[config.mk]
export PLATFORM = sky130hd
export DESIGN_NAME = qsys_cpu_oci_dct_packer
export DESIGN_NICKNAME = d
export VERILOG_FILES = /design/src/rtl/qsys_cpu_oci_dct_packer.sv
export SDC_FILE = /design/constraint.sdc
export NUM_CORES = 1
export LEC_CHECK = 0
export ABC_AREA = 1
export BUFFER_PORTS_ARGS = -buffer_cell sky130_fd_sc_hd__buf_4
export CORE_MARGIN = 2
export CORE_UTILIZATION = 51
export DETAILED_ROUTE_END_ITERATION = 10
export GPL_TIMING_DRIVEN = 0
export HOLD_SLACK_MARGIN = 0.05
export MAX_ROUTING_LAYER = met4
export PLACE_DENSITY_LB_ADDON = 0.12
export SLEW_MARGIN = 20
export SYNTH_ARGS = -nofsm -noshare
export SYNTH_HDL_FRONTEND = slang
export SYNTH_SLANG_ARGS = --single-unit
[constraint.sdc]
create_clock -name clk -period 2.1 [get_ports clk]
set_clock_uncertainty 0.15 [all_clocks]
set_input_delay 0.21 -clock clk [delete_from_list [all_inputs] [get_ports clk]]
set_output_delay 0.21 -clock clk [all_outputs]
set_load 0.01 [all_outputs]
[src/rtl/qsys_cpu_oci_dct_packer.sv]
// Direct-call-trace packer: shifts 2-bit trace codes into a live accumulator and hands
// full or flushed groups to a one-entry ready/valid packet register; also sequences end-of-test.
module qsys_cpu_oci_dct_packer #(
    parameter int ENTRY_W = 2,
    parameter int DEPTH   = 15,
    parameter int BUF_W   = ENTRY_W * DEPTH,
    parameter int CNT_W   = $clog2(DEPTH + 1)
) (
    input  logic               clk,
    input  logic               reset,
    input  logic               trc_on,
    input  logic               in_valid,
    input  logic [ENTRY_W-1:0] in_code,
    input  logic               flush_req,
    input  logic               end_req,
    input  logic               pkt_ready,
    output logic               pkt_valid,
    output logic [BUF_W-1:0]   pkt_data,
    output logic [CNT_W-1:0]   pkt_count,
    output logic [BUF_W-1:0]   dct_buffer,
    output logic [CNT_W-1:0]   dct_count,
    output logic               overflow,
    output logic               test_ending,
    output logic               test_has_ended
);

    localparam logic [CNT_W-1:0] FULL_CNT = CNT_W'(DEPTH);
    localparam logic [CNT_W-1:0] ONE_CNT  = CNT_W'(1);

    typedef enum logic [1:0] {RUN, ENDING, ENDED} state_t;

    state_t state, state_nxt;
    logic   slot_free, full, has_data, xfer, code_in, accept, drop, go_ended;

    assign slot_free = !pkt_valid || pkt_ready;
    assign full      = (dct_count == FULL_CNT);
    assign has_data  = (dct_count != '0);
    // flush_req only matters while running; ENDING drains unconditionally.
    assign xfer      = slot_free && has_data &&
                       (full || (flush_req && state == RUN) || state == ENDING);
    assign code_in   = trc_on && in_valid && (state == RUN);
    assign accept    = code_in && (!full || xfer);
    assign drop      = code_in && full && !xfer;

    always_comb begin
        state_nxt = state;
        go_ended  = 1'b0;
        case (state)
            RUN:     if (end_req) state_nxt = ENDING;
            ENDING:  if (!has_data && !pkt_valid) begin
                         state_nxt = ENDED;
                         go_ended  = 1'b1;
                     end
            default: state_nxt = state;
        endcase
    end

    always_ff @(posedge clk) begin
        if (reset) begin
            state       <= RUN;
            test_ending <= 1'b0;
        end else begin
            state       <= state_nxt;
            test_ending <= go_ended;
        end
    end

    assign test_has_ended = (state == ENDED);

    // A code arriving with a transfer starts the freshly cleared accumulator.
    always_ff @(posedge clk) begin
        if (reset) begin
            dct_buffer <= '0;
            dct_count  <= '0;
        end else if (xfer) begin
            dct_buffer <= accept ? BUF_W'(in_code) : '0;
            dct_count  <= accept ? ONE_CNT : '0;
        end else if (accept) begin
            dct_buffer <= {dct_buffer[BUF_W-ENTRY_W-1:0], in_code};
            dct_count  <= dct_count + ONE_CNT;
        end
    end

    always_ff @(posedge clk) begin
        if (reset) begin
            pkt_valid <= 1'b0;
            pkt_data  <= '0;
            pkt_count <= '0;
        end else if (xfer) begin
            pkt_valid <= 1'b1;
            pkt_data  <= dct_buffer;
            pkt_count <= dct_count;
        end else if (pkt_ready) begin
            pkt_valid <= 1'b0;
        end
    end

    always_ff @(posedge clk) begin
        if (reset)     overflow <= 1'b0;
        else if (drop) overflow <= 1'b1;
    end

endmodule

Word level (Yosys, flattened, before mapping)
Index checks and enable logic that the tools add are counted.

cells by class
  $add $sub $neg = 1
  equal/unequal tests = 5
  mux-type cells = 12
  bitwise operators = 1
  reductions and logical operators = 24

operators with widths
  cell                                                  count
  2-to-1 mux 30 bit                                     2
  logical AND 1 bit                                     9
  2-to-1 mux 4 bit                                      2
  2-to-1 mux 2 bit                                      3
  nonzero test 2 bit                                    3
  adder 4 x 1 -> 4 bit (second input constant)          1
  equality test 4 bit (second input constant)           1
  logical NOT 1 bit                                     4
  logical OR 1 bit                                      4
  2-to-1 mux 1 bit                                      4
  one-hot mux 2 bit (2 select lines)                    1
  nonzero test 4 bit                                    1
  AND reduction 3 bit                                   1
  equality test 2 x 1 -> 1 bit (second input constant)  1
  equality test 2 bit (second input constant)           1
  logical NOT 2 bit                                     1
  != test 2 x 1 -> 1 bit (second input constant)        1
  != test 2 bit (second input constant)                 1
  OR reduction 2 bit                                    1
  inverter 1 bit                                        1

storage, ports and cells
  register bits after elaboration = 73
  input port bits = 9
  output and inout port bits = 72
  logic and storage cells = 51

Longest topological paths before layout
Gate-level depths: netlist of run 1.

  depth in word-level cells = 9
  mapped depth = 11
  depth with buffers taken out = 10

Worst setup path before layout of run 1
OpenSTA, ideal clock, no wires.

  path kind = reg-to-reg
  start point = register dct_count[0]
  end point = register dct_buffer[21]
  library setup time = 0.110 ns
  data arrival time = 1.376 ns
  required time = 1.840 ns
  slack = 0.464 ns
  cell stages (with the launch flop) = 10
  buffers on the path = 1
  period minus slack after synthesis = 1.636 ns
  path through = dfxtp_1 > inv_1 > ha_1 > a21oi_1 > nand2_4 > buf_4 > nand2_1 > nand2_1 > nand2_1 > nor2_1

on the way
  word-level cells in the longest chain between the ends = 7
  elaborated cells between the ends (all ways) = 11
  those cells by class = 1 x eq/ne; 1 x mux; 9 x reduce/logical

ends and longest elaborated chain
  what                                 line  RTL
  start, declared                      21    output logic [CNT_W-1:0] dct_count,
  start signal, assigned               77    dct_count <= accept ? ONE_CNT : '0;
  start signal, assigned               80    dct_count <= dct_count + ONE_CNT;
  equality test 4 bit                  36    assign full = (dct_count == FULL_CNT);
  logical OR 1 bit (2 in a row)        40    (full || (flush_req && state == RUN) || state == ENDING);
  logical AND 1 bit                    39    assign xfer = slot_free && has_data &&
  logical OR 1 bit                     42    assign accept = code_in && (!full || xfer);
  logical AND 1 bit                    42
  nonzero test 2 bit (no source line)  n/a
  end signal, assigned                 76    dct_buffer <= accept ? BUF_W'(in_code) : '0;
  end signal, assigned                 79    dct_buffer <= {dct_buffer[BUF_W-ENTRY_W-1:0], in_code};
  end, declared                        20    output logic [BUF_W-1:0] dct_buffer,

Several ways; a longest one is shown, not always the timed one.
A chain may end at the register's enable or synchronous reset.

Worst setup path in the final report of run 1
  start point = register dct_count[0]
  end point = register pkt_data[20]

on the way
  word-level cells in the longest chain between the ends = 4
  elaborated cells between the ends (all ways) = 6
  those cells by class = 1 x eq/ne; 5 x reduce/logical

ends and longest elaborated chain
  what                           line  RTL
  equality test 4 bit            36
  logical OR 1 bit (2 in a row)  40
  logical AND 1 bit (*)          39
  end signal, assigned           91    pkt_data <= dct_buffer;
  end, declared                  18    output logic [BUF_W-1:0] pkt_data,

Every way passes the cells marked *; elsewhere a longest branch is shown, timed or not.

==> results by group, run 1 <==
Detailed routing
  – WL/cell: 12.6 um
  – Initial DRC Count: 238
  – Via count: 2,745
  – Post-DR vias/cell: 4.93
  – Antenna Violating Nets Remaining: 0
  – DRC viols: 0
  – Drt first pass iters: 4
  – DRT Wirelength: 7.01 mm

Final layout
  – Area grow syn2layout: 31.2%
  – Cell area after layout: 0.00380 mm^2
  – Fillers: 476
  – Commonest non-fill, non-tap cell in the layout: nor2_1
  – Proportion of layout cells with a drive suffix above 1: 0.247
  – Final Non-Filler Cells: 557
  – Most frequent cells in the layout: nor2_1 (105), buf_4 (84), dfxtp_1 (73)
  – Antenna cells: 0
  – Fin nets: 494

Global routing
  – Vias in the first global route: 2,431
  – Grt total ovfl: 0
  – GRT Overall Usage: 0.242
  – Pin count of the biggest net entering global routing: 11
  – Wire length of the first global-routing pass: 11.6 mm
  – Initial antenna violation count: 0

Worst setup path
  – Crit path cell chain: inv_1 -> ha_1 -> a21oi_1 -> nand2_4 -> clkbuf_2 -> o21ai_0 -> nor2_1
  – Required @ worst endpoint: 2.18 ns
  – Worst reg-to-reg path cell count: 7
  – CP max-delay cell: dfxtp_1
  – FF-to-FF End: pkt_data[20]
  – Buf/Inv on CP: 2
  – Crit path arrival time: 1.95 ns
  – Flop2flop setup slack: 0.23 ns
  – Maximum fanout along the worst path: 10
  – Worst path max stage delay: 0.45 ns
  – Delay-heaviest family, CP: flip-flops
  – Worst r2r src: dct_count[0]
  – Worst Setup End Kind: register
  – CP Class: register to register
  – Worst setup SP type: register

Clock tree
  – Clk root buf: clkbuf_8
  – Clk buf depth: 2
  – Worst-Skew Late Latency: 0.34 ns
  – Clock Sinks: 73
  – Clock-pin slew on the worst setup and hold paths: 0.07 ns
  – CTS tree: built
  – H-Tree Depth: 3
  – Post-CTS Setup Inserts: 0
  – Num CTS Buffers: 9

Yosys
  – Top cell type's share of synthesized area: 0.505
  – Net count after synthesis: 399
  – Mapped cell area: 0.00289 mm^2
  – Synth top area cells: dfxtp_1 (50%), nor2_1 (14%), nand2_1 (8.7%)
  – YS warnings: 0
  – Post-synth cell types: 25
  – Leading area contributor after synthesis: dfxtp_1
  – Mean Syn Cell Area: 7.46 um^2
  – FF+latch count, synth: 73
  – Sequential element share of the synthesized area: 0.505
  – Cells after synthesis: 388

Floorplan
  – Die Height: 79.3 um
  – I/O pin total: 81
  – Core Box Area: 0.00551 mm^2
  – Total die area: 0.00629 mm^2
  – Die width: 79.3 um
  – Initial Util: 0.526
  – Std-Cell Rows: 27

Placement
  – Post-DP Area: 0.00358 mm^2
  – Final GP Congestion: 0.870
  – HPWL Detailed: 4.97 mm
  – Port bufs: 79
  – Placed insts: 539

Pwr
  – VDD IR max: 0.000447 V
  – Pwr Density: 833 mW/mm^2
  – Leak Pwr: 1.76 nW

STA
  – WHS: 0.243 ns
  – Setup TNS: 0 ns
  – RSZ-0062 raised after global routing: false
  – Worst-Margin Slew: 0.522 ns
  – # setup viols final: 0
  – Peak Freq: 533 MHz
  – Final Cycle Share: 0.893
  – Max Slew Vio Count: 0
  – Relative slew margins: 0.652
  – Final hold violations: 0
  – Fin crit period: 1.87 ns

Hold path
  – WHS Endpoint: dct_count[3]
  – HP Class: input port to register
  – Hold path depth: 7
  – Hold Crit Start: in_valid

Job
  – MaxCap Viol Count: 0

Outcome
  – Outcome: finished clean
## synthesized netlist by cell type, drive strengths merged
cell    instances
nand2          70
nor3            2
buf            20
ha              2
nand4           9
dfxtp          73
o21ai          43
nand3b          1
nand3          16
nor2          106
inv            26
a21oi          16
clkbuf          4
## report_power, final
group / switching, W / internal, W / total (W) / leakage [nW]
logic: 0.000338 / 0.000278 / 0.000616 / 1.08
clock network: 0.000468 / 0.000508 / 0.000976 / 0.0875
registers: 0.0000784 / 0.00149 / 0.00157 / 0.594
total: 0.000885 / 0.00228 / 0.00316 / 1.76
## worst register-to-register path, delay by kind of cell (launching register included)
family,cells,cell delay [ns]
adders and majority gates,1,0.22
AOI/OAI and AO/OA,2,0.45
buffers and inverters,2,0.31
and+or+nand+nor,2,0.19
DFF,1,0.45
## area by class of cell
class                   instances  area, um^2  share of cell area
well taps                      72        90.1              0.0237
clock buffers                  13         169              0.0445
multi-input cells             265        1170               0.309
plain buffers                  24         158              0.0415
repair buffers                 84         643               0.169
inverters                      26         100              0.0264
flip-flops and latches         73        1460               0.385
## cells by family after synthesis
logic type               Yosys count  share of synthesized area
flip-flops                        73                      0.505
buffers and inverters             50                     0.0891
adder cells (fa/ha/maj)            2                    0.00865
AO/OA/AOI/OAI                     59                      0.103
AND/OR/NAND/NOR                  204                      0.294
## what timing repair did
action,4_1_cts,5_1_grt
resized for setup,0,0
hold buffers,5,0
endpoints found under the hold margin,8,0
## through the flow
step / worst slack, ns / power [W] / util
6_report: 0.225 / 0.00316 / 0.689
5_1_grt: 0.122 / 0.00332 / 0.689
4_1_cts: 0.245 / 0.00317 / 0.689
3_5_place_dp: 0.259 / 0.00221 / 0.650
3_3_place_gp: 0.327 / 0.00220 / 0.650
2_1_floorplan: 0.464 / 0.00196 / -
## registers in the layout, indices dropped and copies added (netlist names)
register and count:
test_ending 1, state 2, overflow 1, pkt_count 4
dct_count 4, dct_buffer 30, pkt_valid 1, pkt_data 30
## per-layer routing
layer	wire, um	share of wire	GRT usage
met5	0	0	-
met4	116	0.017	0.0724
met3	364	0.052	0.0568
met2	3280	0.47	0.386
met1	3250	0.46	0.307
## worst max-delay path by stage
stage	cells past startpoint	start	to	slack [ns]
floorplan	9	dct_count[0]	dct_buffer[21]	0.46
global placement	7	dct_count[0]	pkt_data[24]	0.33
detailed placement	7	dct_count[0]	pkt_data[20]	0.26
CTS	7	dct_count[0]	pkt_data[20]	0.24
global route	7	dct_count[1]	pkt_data[11]	0.12
finish	7	dct_count[0]	pkt_data[20]	0.23
Note: power is estimated with default switching activity, not from simulation.
==> run 2: changes to the inputs <==
CORE_UTILIZATION = 50   (was 51)
==> run 2 against run 1 <==
Against the previous run:
- final area increased by 1.6%
- critical path type unchanged
- critical endpoint is now pkt_data[21]
- largest power group unchanged
- hold slack got worse by 0.0082 ns
- die area increased by 1.9%
==> results by group, run 2 (synthesis results as in run 1) <==
STA
  – Final WS setup: 0.186 ns
  – Setup TNS: 0 ns
  – Final hold violations: 0
  – # setup viols final: 0
  – Worst-Margin Slew: 0.519 ns
  – Relative slew margins: 0.654
  – Fin crit period: 1.91 ns
  – Peak Freq: 523 MHz
  – RSZ-0062 raised after global routing: false
  – Max Slew Vio Count: 0
  – Final Cycle Share: 0.911

Hold path
  – Hold Crit Start: in_valid
  – HP Class: input port to register
  – WHS Endpoint: dct_count[2]
  – Hold path depth: 6

Floorplan
  – Die width: 80.1 um
  – Die Height: 80.1 um
  – Total die area: 0.00641 mm^2
  – Initial Util: 0.522
  – Core Box Area: 0.00554 mm^2
  – I/O pin total: 81
  – Std-Cell Rows: 27

Detailed routing
  – Drt first pass iters: 4
  – Initial DRC Count: 188
  – DRT Wirelength: 7.32 mm
  – Post-DR vias/cell: 5.03
  – Met1 wire length: 3.36 mm
  – DRC viols: 0
  – Antenna Violating Nets Remaining: 0
  – Via count: 2,815
  – Met3 wire len: 458 um
  – Highest routed layer: met4
  – WL/cell: 13.1 um
  – Metal2 WL: 3.36 mm

Worst setup path
  – Worst reg-to-reg path cell count: 7
  – Worst path max stage delay: 0.46 ns
  – CP Class: register to register
  – Required @ worst endpoint: 2.18 ns
  – Worst r2r src: dct_count[0]
  – FF-to-FF End: pkt_data[21]
  – Worst setup SP type: register
  – CP max-delay cell: dfxtp_1
  – Worst Setup End Kind: register
  – Maximum fanout along the worst path: 10
  – Flop2flop setup slack: 0.19 ns
  – Crit path arrival time: 1.99 ns
  – Crit path cell chain: inv_1 -> ha_1 -> a21oi_1 -> nand2_4 -> buf_2 -> o21ai_0 -> nor2_1

Placement
  – Port bufs: 79
  – HPWL Detailed: 5.18 mm
  – DP Worst Slack: 0.245 ns
  – Final GP Congestion: 0.930

Pwr
  – VDD IR max: 0.000497 V
  – Leak Pwr: 1.79 nW
  – Pwr Density: 897 mW/mm^2

Global routing
  – Wire length of the first global-routing pass: 11.6 mm
  – Pin count of the biggest net entering global routing: 13
  – Vias in the first global route: 2,510
  – GRT Overall Usage: 0.238
  – Grt total ovfl: 0
  – Initial antenna violation count: 0

Final layout
  – Largest registers: dct_buffer: 30 flops, pkt_data: 30 flops
  – Area grow syn2layout: 33.2%
  – Most frequent cells in the layout: nor2_1 (105), buf_4 (84), dfxtp_1 (73)
  – Proportion of layout cells with a drive suffix above 1: 0.254
  – Antenna cells: 0
  – Fin nets: 494
  – Commonest non-fill, non-tap cell in the layout: nor2_1

Clock tree
  – Worst-Skew Late Latency: 0.34 ns
  – H-Tree Depth: 3
  – Post-CTS Setup Inserts: 0
  – Clk root buf: clkbuf_8
  – CTS tree: built
  – Clk buf depth: 2
  – Num CTS Buffers: 9
  – Clock Sinks: 73
  – Clock-pin slew on the worst setup and hold paths: 0.08 ns

Job
  – MaxCap Viol Count: 0

Outcome
  – Outcome: finished clean
-- run 2: cell count changes in the layout (fill, tap and decap cells not counted) --
cell / before / now
bufinv_16: 0 / 2
clkbuf_1: 4 / 3
clkinvlp_4: 0 / 1
clkinv_2: 0 / 2
clkbuf_8: 12 / 11
-- run 2: final cells by class --
class / instances / area, um^2
Clock buffer: 11 / 151
Fill cell: 496 / 1680
Inverter: 26 / 100
Multi-Input combinational cell: 265 / 1170
Tap cell: 72 / 90.1
Buffer: 24 / 158
Sequential cell: 73 / 1460
Clock inverter: 5 / 77.6
Timing Repair Buffer: 84 / 643
-- run 2: per-layer routing --
layer,GRT usage,up-vias
met5,-,-
met4,0.0949,0
met3,0.0528,16
met2,0.375,94
met1,0.300,1290
li1,-,1415
-- run 2: worst max path at each step --
| stage | start | endpoint | slack, ns | cells after the start |
|---|---|---|---|---|
| finish | dct_count[0] | pkt_data[21] | 0.19 | 7 |
| global route | dct_count[0] | pkt_data[19] | 0.09 | 7 |
| CTS | dct_count[0] | pkt_data[21] | 0.21 | 7 |
| detailed placement | dct_count[0] | pkt_data[21] | 0.24 | 7 |
| global placement | dct_count[0] | pkt_data[19] | 0.30 | 7 |
| floorplan | dct_count[0] | dct_buffer[21] | 0.46 | 9 |
-- run 2: power breakdown --
part,total [W],switching (W),internal (W),leakage [nW]
sequential,0.00157,0.0000778,0.00149,0.594
combinational,0.000623,0.000346,0.000278,1.08
clock,0.00127,0.000536,0.000730,0.115
-- run 2: what timing repair did --
action	4_1_cts	5_1_grt
setup endpoints to repair	0	0
resized for setup	0	0
hold endpoints to repair	8	0
hold buffers	5	0
-- run 2: through the flow --
step                area [um^2]  hold WS, ns  total power, W  instances  utilization
floorplan                  2890        0.207         0.00196        388            -
global placement           3580        0.290         0.00220        539        0.646
detailed placement         3580        0.292         0.00222        539        0.646
CTS                        3860        0.236         0.00345        560        0.696
global route               3860        0.300         0.00358        560        0.696
finish                     3860        0.235         0.00346        560        0.696
-- run 2: critical path: cells and delay by family (launching register included) --
kind / cells / cell delay, ns
flip-flops: 1 / 0.46
AO/OA/AOI/OAI: 2 / 0.45
buffers and inverters: 2 / 0.32
adder cells (fa/ha/maj): 1 / 0.22
AND/OR/NAND/NOR: 2 / 0.19
